**config.mk**
```make
export PLATFORM = sky130hd
export DESIGN_NAME = run_controller
export DESIGN_NICKNAME = d
export VERILOG_FILES = /design/src/rtl/run_ctrl_pkg.sv /design/src/rtl/run_controller_sat_counter.sv /design/src/rtl/run_controller.sv
export SDC_FILE = /design/constraint.sdc
export NUM_CORES = 1
export LEC_CHECK = 0
export CORE_MARGIN = 1
export CORE_UTILIZATION = 53
export DETAILED_ROUTE_END_ITERATION = 10
export PLACE_DENSITY = 0.86
export SLEW_MARGIN = 0
export SYNTH_ARGS = -nofsm -noshare
export SYNTH_HDL_FRONTEND = slang
export SYNTH_SLANG_ARGS = --single-unit
```
**constraint.sdc**
```tcl
create_clock -name clk -period 4 [get_ports clk]
set_input_delay 0.8 -clock clk [delete_from_list [all_inputs] [get_ports clk]]
set_output_delay 0.8 -clock clk [all_outputs]
set_load 0.02 [all_outputs]
```
**src/rtl/run_ctrl_pkg.sv**
```systemverilog
// Shared types for the run/clock-enable controller.
package run_ctrl_pkg;

  typedef enum logic [1:0] {
    MODE_FREE  = 2'd0,
    MODE_STEP  = 2'd1,
    MODE_COUNT = 2'd2
  } mode_e;

  typedef enum logic [2:0] {
    ST_NONE    = 3'd0,
    ST_HALT    = 3'd1,
    ST_TIMEOUT = 3'd2,
    ST_LIMIT   = 3'd3,
    ST_ABORT   = 3'd4
  } status_e;

  typedef enum logic [1:0] {
    S_IDLE = 2'd0,
    S_RUN  = 2'd1,
    S_STEP = 2'd2
  } state_e;

endpackage

```
**src/rtl/run_controller_sat_counter.sv**
```systemverilog
// Saturating up-counter with synchronous clear; also exposes the value it
// will take on the next edge so the caller can make decisions on it.
module sat_counter #(
  parameter int WIDTH = 16
) (
  input  logic             clk,
  input  logic             rst,
  input  logic             clr,
  input  logic             inc,
  output logic [WIDTH-1:0] count,
  output logic [WIDTH-1:0] count_next
);

  logic [WIDTH-1:0] count_q;
  logic [WIDTH-1:0] count_d;

  // Next value: increment unless already at all-ones; clear wins.
  always_comb begin
    count_next = count_q;
    if (inc && (count_q != '1)) begin
      count_next = count_q + WIDTH'(1);
    end
    count_d = clr ? '0 : count_next;
  end

  // Count register.
  always_ff @(posedge clk or posedge rst) begin
    if (rst) begin
      count_q <= '0;
    end else begin
      count_q <= count_d;
    end
  end

  assign count = count_q;

endmodule

```
**src/rtl/run_controller.sv**
```systemverilog
// Run / clock-enable controller: gates cpu_en for free-run, single-step and
// run-N-cycles modes, counts enabled cycles and reports why a run stopped.
module run_controller
  import run_ctrl_pkg::*;
#(
  parameter int CYCLE_W = 16,
  parameter int TIMEOUT = 10000
) (
  input  logic               clk,
  input  logic               reset,
  input  logic               start,
  input  logic [1:0]         mode,
  input  logic [CYCLE_W-1:0] run_count,
  input  logic               step,
  input  logic               abort,
  input  logic               halted,
  output logic               cpu_en,
  output logic               busy,
  output logic               done,
  output logic [2:0]         status,
  output logic [CYCLE_W-1:0] cycles
);

  localparam logic [CYCLE_W-1:0] TIMEOUT_V = CYCLE_W'(TIMEOUT);
  localparam bit                 WDOG_EN   = (TIMEOUT != 0);

  state_e             state_q, state_d;
  logic               count_mode_q, count_mode_d;
  logic [CYCLE_W-1:0] run_count_q, run_count_d;
  logic               cpu_en_q, cpu_en_d;
  logic               done_q, done_d;
  status_e            status_q, status_d;
  status_e            cause;
  logic               cyc_clr;
  logic [CYCLE_W-1:0] cycles_q;
  logic [CYCLE_W-1:0] cycles_nx;

  // Enabled-cycle counter; cpu_en_q is already low in IDLE, so it only
  // advances while a run is granting cycles (including the final one).
  sat_counter #(.WIDTH(CYCLE_W)) u_cycles (
    .clk        (clk),
    .rst        (reset),
    .clr        (cyc_clr),
    .inc        (cpu_en_q),
    .count      (cycles_q),
    .count_next (cycles_nx)
  );

  // Next-state, enable and termination decisions.
  always_comb begin
    state_d      = state_q;
    count_mode_d = count_mode_q;
    run_count_d  = run_count_q;
    cpu_en_d     = 1'b0;
    done_d       = 1'b0;
    status_d     = status_q;
    cyc_clr      = 1'b0;
    cause        = ST_NONE;

    case (state_q)
      S_IDLE: begin
        if (start) begin
          cyc_clr      = 1'b1;
          status_d     = ST_NONE;
          count_mode_d = (mode == MODE_COUNT);
          run_count_d  = run_count;
          if (abort) begin
            done_d   = 1'b1;
            status_d = ST_ABORT;
          end else if (halted) begin
            done_d   = 1'b1;
            status_d = ST_HALT;
          end else if ((mode == MODE_COUNT) && (run_count == '0)) begin
            done_d   = 1'b1;
            status_d = ST_LIMIT;
          end else if (mode == MODE_STEP) begin
            state_d = S_STEP;
          end else begin
            // FREE, COUNT and the reserved encoding all free-run.
            state_d  = S_RUN;
            cpu_en_d = 1'b1;
          end
        end
      end

      S_RUN, S_STEP: begin
        if (abort) begin
          cause = ST_ABORT;
        end else if (halted) begin
          cause = ST_HALT;
        end else if (WDOG_EN && (cycles_nx == TIMEOUT_V)) begin
          cause = ST_TIMEOUT;
        end else if (count_mode_q && (cycles_nx == run_count_q)) begin
          cause = ST_LIMIT;
        end

        if (cause != ST_NONE) begin
          state_d  = S_IDLE;
          done_d   = 1'b1;
          status_d = cause;
        end else begin
          cpu_en_d = (state_q == S_RUN) ? 1'b1 : step;
        end
      end

      default: state_d = S_IDLE;
    endcase
  end

  // Control and output registers.
  always_ff @(posedge clk or posedge reset) begin
    if (reset) begin
      state_q      <= S_IDLE;
      count_mode_q <= 1'b0;
      run_count_q  <= '0;
      cpu_en_q     <= 1'b0;
      done_q       <= 1'b0;
      status_q     <= ST_NONE;
    end else begin
      state_q      <= state_d;
      count_mode_q <= count_mode_d;
      run_count_q  <= run_count_d;
      cpu_en_q     <= cpu_en_d;
      done_q       <= done_d;
      status_q     <= status_d;
    end
  end

  assign cpu_en = cpu_en_q;
  assign busy   = (state_q != S_IDLE);
  assign done   = done_q;
  assign status = status_q;
  assign cycles = cycles_q;

endmodule
```
==> results of run 1 <==
==> synthesized netlist by cell type (2+ instances only) <==
| cell type | number |
|---|---|
| xnor2_1 | 15 |
| dfrtp_1 | 40 |
| o21ai_0 | 12 |
| buf_2 | 6 |
| or4_1 | 4 |
| o31ai_1 | 2 |
| o2111ai_1 | 3 |
| and2_1 | 4 |
| nor2_1 | 21 |
| nor4_1 | 6 |
| nand2_1 | 67 |
| xor2_1 | 9 |
| a21oi_1 | 9 |
| clkbuf_1 | 12 |
| mux2i_1 | 6 |
| nand4b_1 | 2 |
| nand3_1 | 9 |
| or3_1 | 2 |
| and4_1 | 3 |
| buf_4 | 2 |
| nand2b_1 | 4 |
| inv_1 | 9 |
| nor3_1 | 14 |
| nand4_1 | 12 |
| ha_1 | 4 |
| a31oi_1 | 2 |
| o41ai_1 | 2 |
| o2bb2ai_1 | 2 |
==> stage by stage <==
step | hold WS [ns] | setup WS [ns] | util, % | cells
after floorplan | 0.4495 | 0.5516 | - | 309
after global placement | 0.4763 | 0.4937 | 67.17 | 391
after detailed placement | 0.4901 | 0.4048 | 67.17 | 391
after CTS | 0.5033 | 0.3170 | 69.75 | 399
after global routing | 0.5150 | 0.08618 | 69.75 | 399
final | 0.5045 | 0.2974 | 69.75 | 399
==> tightest hold or removal path: stages (launching register included) <==
cell and delay [ns]:
dfrtp_1 0.36, nand2_1 0.05, o21ai_0 0.06
==> per-layer routing <==
layer	vias up	routed length, um	global-route usage, %
li1	1168	-	-
met1	1165	3002	39.54
met2	121	3177	46.67
met3	23	457	4.501
met4	0	192	11.55
met5	-	0	0
==> sequential cells by signal, summed over array words and instances, names as in the netlist <==
name / cells
u_cycles.count: 16
status: 3
cpu_en: 1
run_count_q: 16
done: 1
count_mode_q: 1
state_q: 2
==> worst max path at each step <==
stage | from | end | slack (ns)
after floorplan | u_cycles.count[0] | status[2] | 0.55
after global placement | u_cycles.count[0] | status[2] | 0.49
after detailed placement | u_cycles.count[0] | status[2] | 0.40
after CTS | u_cycles.count[0] | status[2] | 0.32
after global routing | u_cycles.count[0] | status[2] | 0.09
final | u_cycles.count[0] | status[2] | 0.30
==> logic make-up after synthesis <==
| logic type | synth area share, % |
|---|---|
| AOI/OAI and AO/OA | 13.69 |
| adders and majority gates | 1.955 |
| and+or+nand+nor | 29.23 |
| DFF | 39.10 |
| muxes | 2.786 |
| xor gates and xnor gates | 8.211 |
| buffers and inverters | 5.034 |
==> report_power, final <==
part / switching [mW] / internal [mW]
clock network: 0.160 / 0.188
registers: 0.126 / 0.513
logic: 0.332 / 0.273
==> area by class of cell <==
class	instances	area, sq um
clock inverters	3	47.55
fillers	380	1363
repair buffers	51	495.5
inverters	9	33.78
multi-input cells	239	1430
clock buffers	5	68.82
flip-flops and latches	40	1001
well taps	52	65.06
==> flow_metrics.tcl, run 1 <==
set metrics [dict create \
    hold_path_end "count_mode_q" \
    start_util_pct 56.83 \
    hold_class "flip-flop to flip-flop" \
    r2r-start "u_cycles.count[0]" \
    ys_ff_latch 40 \
    worstSetupStartpointType "flip-flop" \
    mostFrequentLayoutCell "nand2_1" \
    rr_endpoint "status[2]" \
    worstPathArrival_ns 3.91 \
    die_width_um 71.50 \
    synth.top_cells.by_area "dfrtp_1, nand2_1, xnor2_1" \
    crit_cells 10 \
    holdPathStages 2 \
    skew_ns 0.006653 \
    min_period_over_period_pct 92.57 \
    cpPeakStageDelay_ns 0.54 \
    drtIter0Drc 404 \
    p_per_area_nw_per_um2 506.6 \
    crit_buf_inv 0 \
    post_cts_resize_count 0 \
    die_y_um 71.50 \
    worstSkewPairLatency_ns 0.31 \
    drt_wl_total_um 6829 \
    syn_avg_cell_area_sq_um 8.285 \
    setup-tns-final_ns 0 \
    crit_top_cell "or4_1" \
    postPlaceCellArea_sq_um 3025 \
    grt_first_pass_wirelength_um 11180 \
    crit_path_cell_trace "ha_1, and4_1, a31oi_1, a311o_1, or4_1, or4_1, a2111o_1, o21ai_4, o21ai_1, a22o_1" \
    fin_nets 374 \
    setup_viol_count_final 0 \
    gp_congestion 0.9744 \
    synth_top_area_share_pct 39.10 \
    netlist_instances 309 \
    hold_path.startpoint "count_mode_q" \
    htreeDepth 2 \
    area_delta_synth_final_pct 22.73 \
    synth_edf_count 0 \
    p_leak_nw 1.308 \
    synth_area_leader_cell "dfrtp_1" \
    finalPower_mw 1.592 \
    synthArstFlopShare_pct 100.0 \
    most-common-layout-cells "nand2_1, clkdlybuf4s50_1, dfrtp_1" \
    ctsHoldBuffers 0 \
    post_synth_instance_area_sq_um 2560 \
    diodes 0 \
    grt_max_degree 41 \
    crit_slowest_cell "or4_1" \
    vias 2477 \
    worstSetupEndpointType "flip-flop" \
    core_area_sq_um 4504 \
    die_area_sq_um 5112 \
    cts_made_buffers 5 \
    slew-limit-headroom_pct 41.08 \
    synth_ff_type "dfrtp_1" \
    rrSetupSlack_ns 0.30 \
    grt_pass1_vias 2250 \
    ir_worst_vdd_v 0.0003634 \
    yosysWarnings 0 \
    fin_crit_ns 3.703 \
    maxSlewViolCount 0 \
    portBuffers 45 \
    cts_setup_buffers 0 \
    critPathTopFamily "simple AND/OR/NAND/NOR gates" \
    drv_cap 0 \
    drtAntennaViolNets 0 \
    final_area_sq_um 3142 \
    overflow 0 \
    ys_seq_area_share_pct 39.10 \
    antenna_found_initial 0 \
    drt_first_pass_iters 5 \
    root_buffer "clkbuf_8" \
    cts_buffer_depth 2 \
    dp_hpwl_um 5053 \
    status "finished clean" \
    synth_cell_types 54 \
    r2r_cells 10 \
    cts_tree "done" \
    cp_max_fo 9 \
    rows 24 \
    io_pins 46 \
    cts.sinks 40 \
    cp.required_ns 4.20 \
    wl_per_cell_um 17.12 \
    hold_violations 0 \
    tightest_slew_ns 0.8723 \
    synth_nets 337 \
    drive_gt1_share_pct 4.899 \
    rsz0062_at_grt "false" \
    global_route.usage.total_pct 28.98 \
    fmax_ghz 0.2701 \
    cts.clk_slew.worst_paths_ns 0.08 \
    criticalPathCategory "flip-flop to flip-flop" \
    via_per_inst 6.208 \
    drc_errors 0 \
]
Note: power is estimated with default switching activity, not from simulation.
==> run 2: changes to the inputs <==
--- a/config.mk
+++ b/config.mk
@@ -6,9 +6,9 @@
 export NUM_CORES = 1
 export LEC_CHECK = 0
 export CORE_MARGIN = 1
-export CORE_UTILIZATION = 53
+export CORE_UTILIZATION = 48
 export DETAILED_ROUTE_END_ITERATION = 10
-export PLACE_DENSITY = 0.86
+export PLACE_DENSITY = 0.83
 export SLEW_MARGIN = 0
 export SYNTH_ARGS = -nofsm -noshare
 export SYNTH_HDL_FRONTEND = slang
==> constraint.sdc (replaced) <==
create_clock -name clk -period 3.1 [get_ports clk]
set_input_delay 0.62 -clock clk [delete_from_list [all_inputs] [get_ports clk]]
set_output_delay 0.62 -clock clk [all_outputs]
set_load 0.02 [all_outputs]
==> flow_metrics.tcl, run 2 (synthesis results as in run 1) <==
set metrics [dict create \
    status "finished clean" \
    area_delta_synth_final_pct 37.10 \
    die_area_sq_um 5630 \
    gp_congestion 1.039 \
    cpPeakStageDelay_ns 0.48 \
    hold_class "flip-flop to flip-flop" \
    drtAntennaViolNets 0 \
    maxSlewViolCount 0 \
    antenna_found_initial 0 \
    tightest_slew_ns 0.5790 \
    layout.area.seq_sq_um 1011 \
    setup_viol_count_final 0 \
    drt_wl_total_um 7689 \
    diodes 0 \
    slew-limit-headroom_pct 61.11 \
    drt_first_pass_iters 5 \
    mostFrequentLayoutCell "nand2_1" \
    grt_pass1_vias 2515 \
    grt_max_degree 41 \
    drive_gt1_share_pct 18.65 \
    fin_util_pct 68.72 \
    pre_cts_slack_ns 0.001467 \
    crit_buf_inv 2 \
    rsz0062_at_grt "true" \
    criticalPathCategory "flip-flop to flip-flop" \
    cts_tree "done" \
    global_route.usage.total_pct 28.96 \
    portBuffers 45 \
    crit_path_cell_trace "buf_4, xnor2_1, a31oi_1, a311o_1, or4_1, or4_1, a2111o_1, o21ai_4, buf_4, nor4_1, nor3_1" \
    grt_first_pass_wirelength_um 11950 \
    rows 26 \
    skew_ns 0.005720 \
    start_util_pct 50.12 \
    die_y_um 75.03 \
    io_pins 46 \
    cts_buffer_depth 2 \
    drc_errors 0 \
    drv_cap 0 \
    most-common-layout-cells "nand2_1, clkdlybuf4s50_1, buf_4" \
    ir_worst_vdd_v 0.0004926 \
    crit_slowest_cell "or4_1" \
    core_area_sq_um 5107 \
    drtIter0Drc 227 \
    fin_crit_ns 3.090 \
    wl_per_cell_um 16.86 \
    p_leak_nw 1.499 \
    finalPower_mw 2.133 \
    worstSetupStartpointType "flip-flop" \
    p_per_area_nw_per_um2 607.8 \
    nFillCells 408 \
    fin_nets 413 \
    setup_slack_ns 0.01032 \
    worstSetupEndpointType "flip-flop" \
    dp_hpwl_um 5671 \
    hold_violations 0 \
    cts.sinks 40 \
    multi_input_area_sq_um 1478 \
    overflow 0 \
    htreeDepth 2 \
    via_per_inst 5.919 \
    worstPathArrival_ns 3.31 \
    cp_max_fo 4 \
    fmax_ghz 0.3237 \
    critPathTopFamily "simple AND/OR/NAND/NOR gates" \
    cts.clk_slew.worst_paths_ns 0.08 \
    cts_made_buffers 5 \
    worstSkewPairLatency_ns 0.30 \
    min_period_over_period_pct 99.67 \
    cp.required_ns 3.32 \
    die_width_um 75.03 \
    root_buffer "clkbuf_8" \
    vias 2699 \
]
-- run 2: cell type report --
type | count | area share [%]
Sequential cell | 40 | 28.81
Tap cell | 70 | 2.496
Inverter | 9 | 0.9626
Multi-Input combinational cell | 239 | 42.10
Clock buffer | 5 | 1.961
Timing Repair Buffer | 90 | 22.46
Clock inverter | 3 | 1.212
-- run 2: layer usage --
metal	GRT usage, %	vias to the layer above	wire, um	part of all wire, %
met3	4.953	25	490	6.4
met2	45.85	147	3637	47
met4	12.79	0	276	3.6
li1	-	1239	-	-
met5	0	-	0	0
met1	39.10	1288	3285	43
-- run 2: stage by stage --
| stage | area [sq um] | setup TNS [ns] | instances | hold slack [ns] |
|---|---|---|---|---|
| 4_1_cts | 3450 | 0 | 451 | 0.5100 |
| 5_1_grt | 3510 | -0.2783 | 456 | 0.5394 |
| 3_3_place_gp | 3316 | 0 | 440 | 0.4723 |
| 2_1_floorplan | 2614 | -0.02307 | 309 | 0.4495 |
| 3_5_place_dp | 3316 | 0 | 440 | 0.4892 |
| 6_report | 3510 | 0 | 456 | 0.5074 |
-- run 2: final timing paths --
check | start | endpoint | slack [ns] | cells after the start
max in group asynchronous | reset | u_cycles.count[13] | 1.96 | 3
min in group asynchronous | reset | state_q[0] | 0.77 | 3
min reg2reg | run_count_q[0] | run_count_q[0] | 0.51 | 2
min | run_count_q[0] | run_count_q[0] | 0.51 | 2
max | u_cycles.count[8] | status[0] | 0.01 | 11
max reg2reg | u_cycles.count[8] | status[0] | 0.01 | 11
-- run 2: worst reg2reg max path: cells and delay by family (launching register included) --
family,cells,cell delay [ns]
xor gates and xnor gates,1,0.25
AOI/OAI and AO/OA,4,0.94
buffers and inverters,2,0.29
DFF,1,0.42
and+or+nand+nor,4,1.11
-- run 2: where the power goes --
part	switching, mW	internal [mW]
registers	0.148	0.664
logic	0.481	0.410
clock network	0.192	0.238
total	0.821	1.31
-- run 2: repair_timing --
action	4_1_cts	5_1_grt
hold buffers	0	0
gates resized for setup	0	5
endpoints found under the setup margin	3	5
endpoints found under the hold margin	0	0
pin swaps	1	4
buffers inserted	3	5
==> run 3: changes to the inputs <==
--- a/config.mk
+++ b/config.mk
@@ -6,10 +6,11 @@
 export NUM_CORES = 1
 export LEC_CHECK = 0
 export CORE_MARGIN = 1
-export CORE_UTILIZATION = 48
+export CORE_UTILIZATION = 57
 export DETAILED_ROUTE_END_ITERATION = 10
-export PLACE_DENSITY = 0.83
-export SLEW_MARGIN = 0
+export DONT_BUFFER_PORTS = 1
+export PLACE_DENSITY = 0.81
+export SLEW_MARGIN = 20
 export SYNTH_ARGS = -nofsm -noshare
 export SYNTH_HDL_FRONTEND = slang
 export SYNTH_SLANG_ARGS = --single-unit
==> flow_metrics.tcl, run 3 (synthesis results as in run 1) <==
set metrics [dict create \
    status "complete, but fails checks" \
    violations "negative setup slack" \
    multi_input_area_sq_um 1464 \
    fmax_ghz 0.3200 \
    grt_first_pass_wirelength_um 11850 \
    die_area_sq_um 4763 \
    critPathTopFamily "simple AND/OR/NAND/NOR gates" \
    worstSetupStartpointType "flip-flop" \
    wl_per_cell_um 18.08 \
    portBuffers 0 \
    start_util_pct 59.20 \
    drive_gt1_share_pct 21.39 \
    pwr-share-comb_pct 36.0 \
    global_route.usage.total_pct 31.51 \
    root_buffer "clkbuf_8" \
    p_switching_uw 793.1 \
    ctsHoldBuffers 0 \
    mostFrequentLayoutCell "nand2_1" \
    area_delta_synth_final_pct 20.19 \
    finalPower_mw 1.999 \
    hold_violations 0 \
    via_per_inst 6.304 \
    cts_buffer_depth 2 \
    crit_buf_inv 1 \
    grt_max_degree 35 \
    rsz0062_at_grt "true" \
    drc_errors 0 \
    setup_slack_ns -0.02491 \
    grt_pass1_vias 2477 \
    min_period_over_period_pct 100.8 \
    switching_share_pct 39.67 \
    dp_hpwl_um 5328 \
    crit_top_cell "or4_1" \
    crit_slowest_cell "or4_1" \
    cts.clk_slew.worst_paths_ns 0.08 \
    fin_crit_ns 3.125 \
    drtIter0Drc 294 \
    fin_cells 398 \
    cp.required_ns 3.30 \
    ir_worst_vdd_v 0.0008131 \
    rows 24 \
    crit_path_cell_trace "nand4_1, or3_4, a311o_1, or4_1, or4_1, a2111o_1, o21ai_4, buf_4, o41a_1, nor2_1" \
    antenna_found_initial 0 \
    setup_viol_count_final 2 \
    p_int_mw 1.206 \
    most-common-layout-cells "nand2_1, buf_4, dfrtp_1" \
    clkPwrFrac_pct 22.1 \
    maxSlewViolCount 0 \
    die_width_um 69.02 \
    vias 2509 \
    cts_made_buffers 5 \
    pre_cts_slack_ns 0.006332 \
    drv_cap 0 \
    fin_nets 373 \
    drtAntennaViolNets 0 \
    criticalPathCategory "flip-flop to flip-flop" \
    cts.sinks 40 \
    die_y_um 69.02 \
    diodes 0 \
    p_leak_nw 1.364 \
    worstPathArrival_ns 3.32 \
    cts_tree "done" \
    hold_ws_ns 0.1231 \
    overflow 0 \
    hold_class "input pin to async pin" \
    cp_max_fo 5 \
    core_area_sq_um 4324 \
    seq_power_share_pct 41.9 \
    drt_wl_total_um 7195 \
    worstSkewPairLatency_ns 0.30 \
    layout.area.seq_sq_um 1011 \
    tightest_slew_ns 0.6342 \
    slew-limit-headroom_pct 57.62 \
    htreeDepth 2 \
    gp_congestion 0.9827 \
    drt_first_pass_iters 5 \
    skew_ns 0.002204 \
    cpPeakStageDelay_ns 0.48 \
    worstSetupEndpointType "flip-flop" \
    dp.cells 386 \
    nFillCells 337 \
    io_pins 46 \
    p_per_area_nw_per_um2 649.8 \
]
[run 3: layout make-up]
cell class,count,area share (%)
multi-input combinational,239,47.58
clock buffer,5,2.237
timing repair buffer,50,12.61
sequential,40,32.86
clock inverter,3,1.505
inverter,9,1.098
tap,52,2.115
[run 3: what timing repair did]
action,4_1_cts,5_1_grt
buffers inserted,1,3
gates resized for setup,1,1
gates cloned,0,0
pin swaps,1,1
endpoints found under the setup margin,1,5
[run 3: metal layers]
layer	routed length [um]	global-route usage (%)
met5	0	0
met1	3012	42.87
met4	203	12.47
met2	3345	49.41
met3	634	6.433
[run 3: worst paths after layout]
| check | start | depth (start not counted) | end | slack (ns) |
|---|---|---|---|---|
| max reg2reg | u_cycles.count[7] | 10 | cpu_en | -0.02 |
| max in group asynchronous | reset | 2 | u_cycles.count[9] | 2.24 |
| min in group clk | run_count[2] | 2 | run_count_q[2] | 0.42 |
| min reg2reg | count_mode_q | 2 | count_mode_q | 0.50 |
| max | u_cycles.count[7] | 10 | cpu_en | -0.02 |
| min | reset | 1 | u_cycles.count[5] | 0.12 |
[run 3: power by group through the flow]
stage | Sequential (mW) | Clock (mW) | Combinational [mW]
finish | 0.838 | 0.441 | 0.721
global route | 0.855 | 0.465 | 0.806
CTS | 0.833 | 0.445 | 0.713
detailed placement | 0.842 | 0 | 0.686
global placement | 0.835 | 0 | 0.671
floorplan | 0.828 | 0 | 0.515
[run 3: through the flow]
stage,utilization (%),area (sq um),TNS (ns)
after global routing,71.15,3077,-0.5852
after global placement,67.59,2923,0
final,71.15,3077,-0.03556
after floorplan,-,2614,-0.02307
after detailed placement,67.59,2923,0
after CTS,70.52,3049,-0.01931
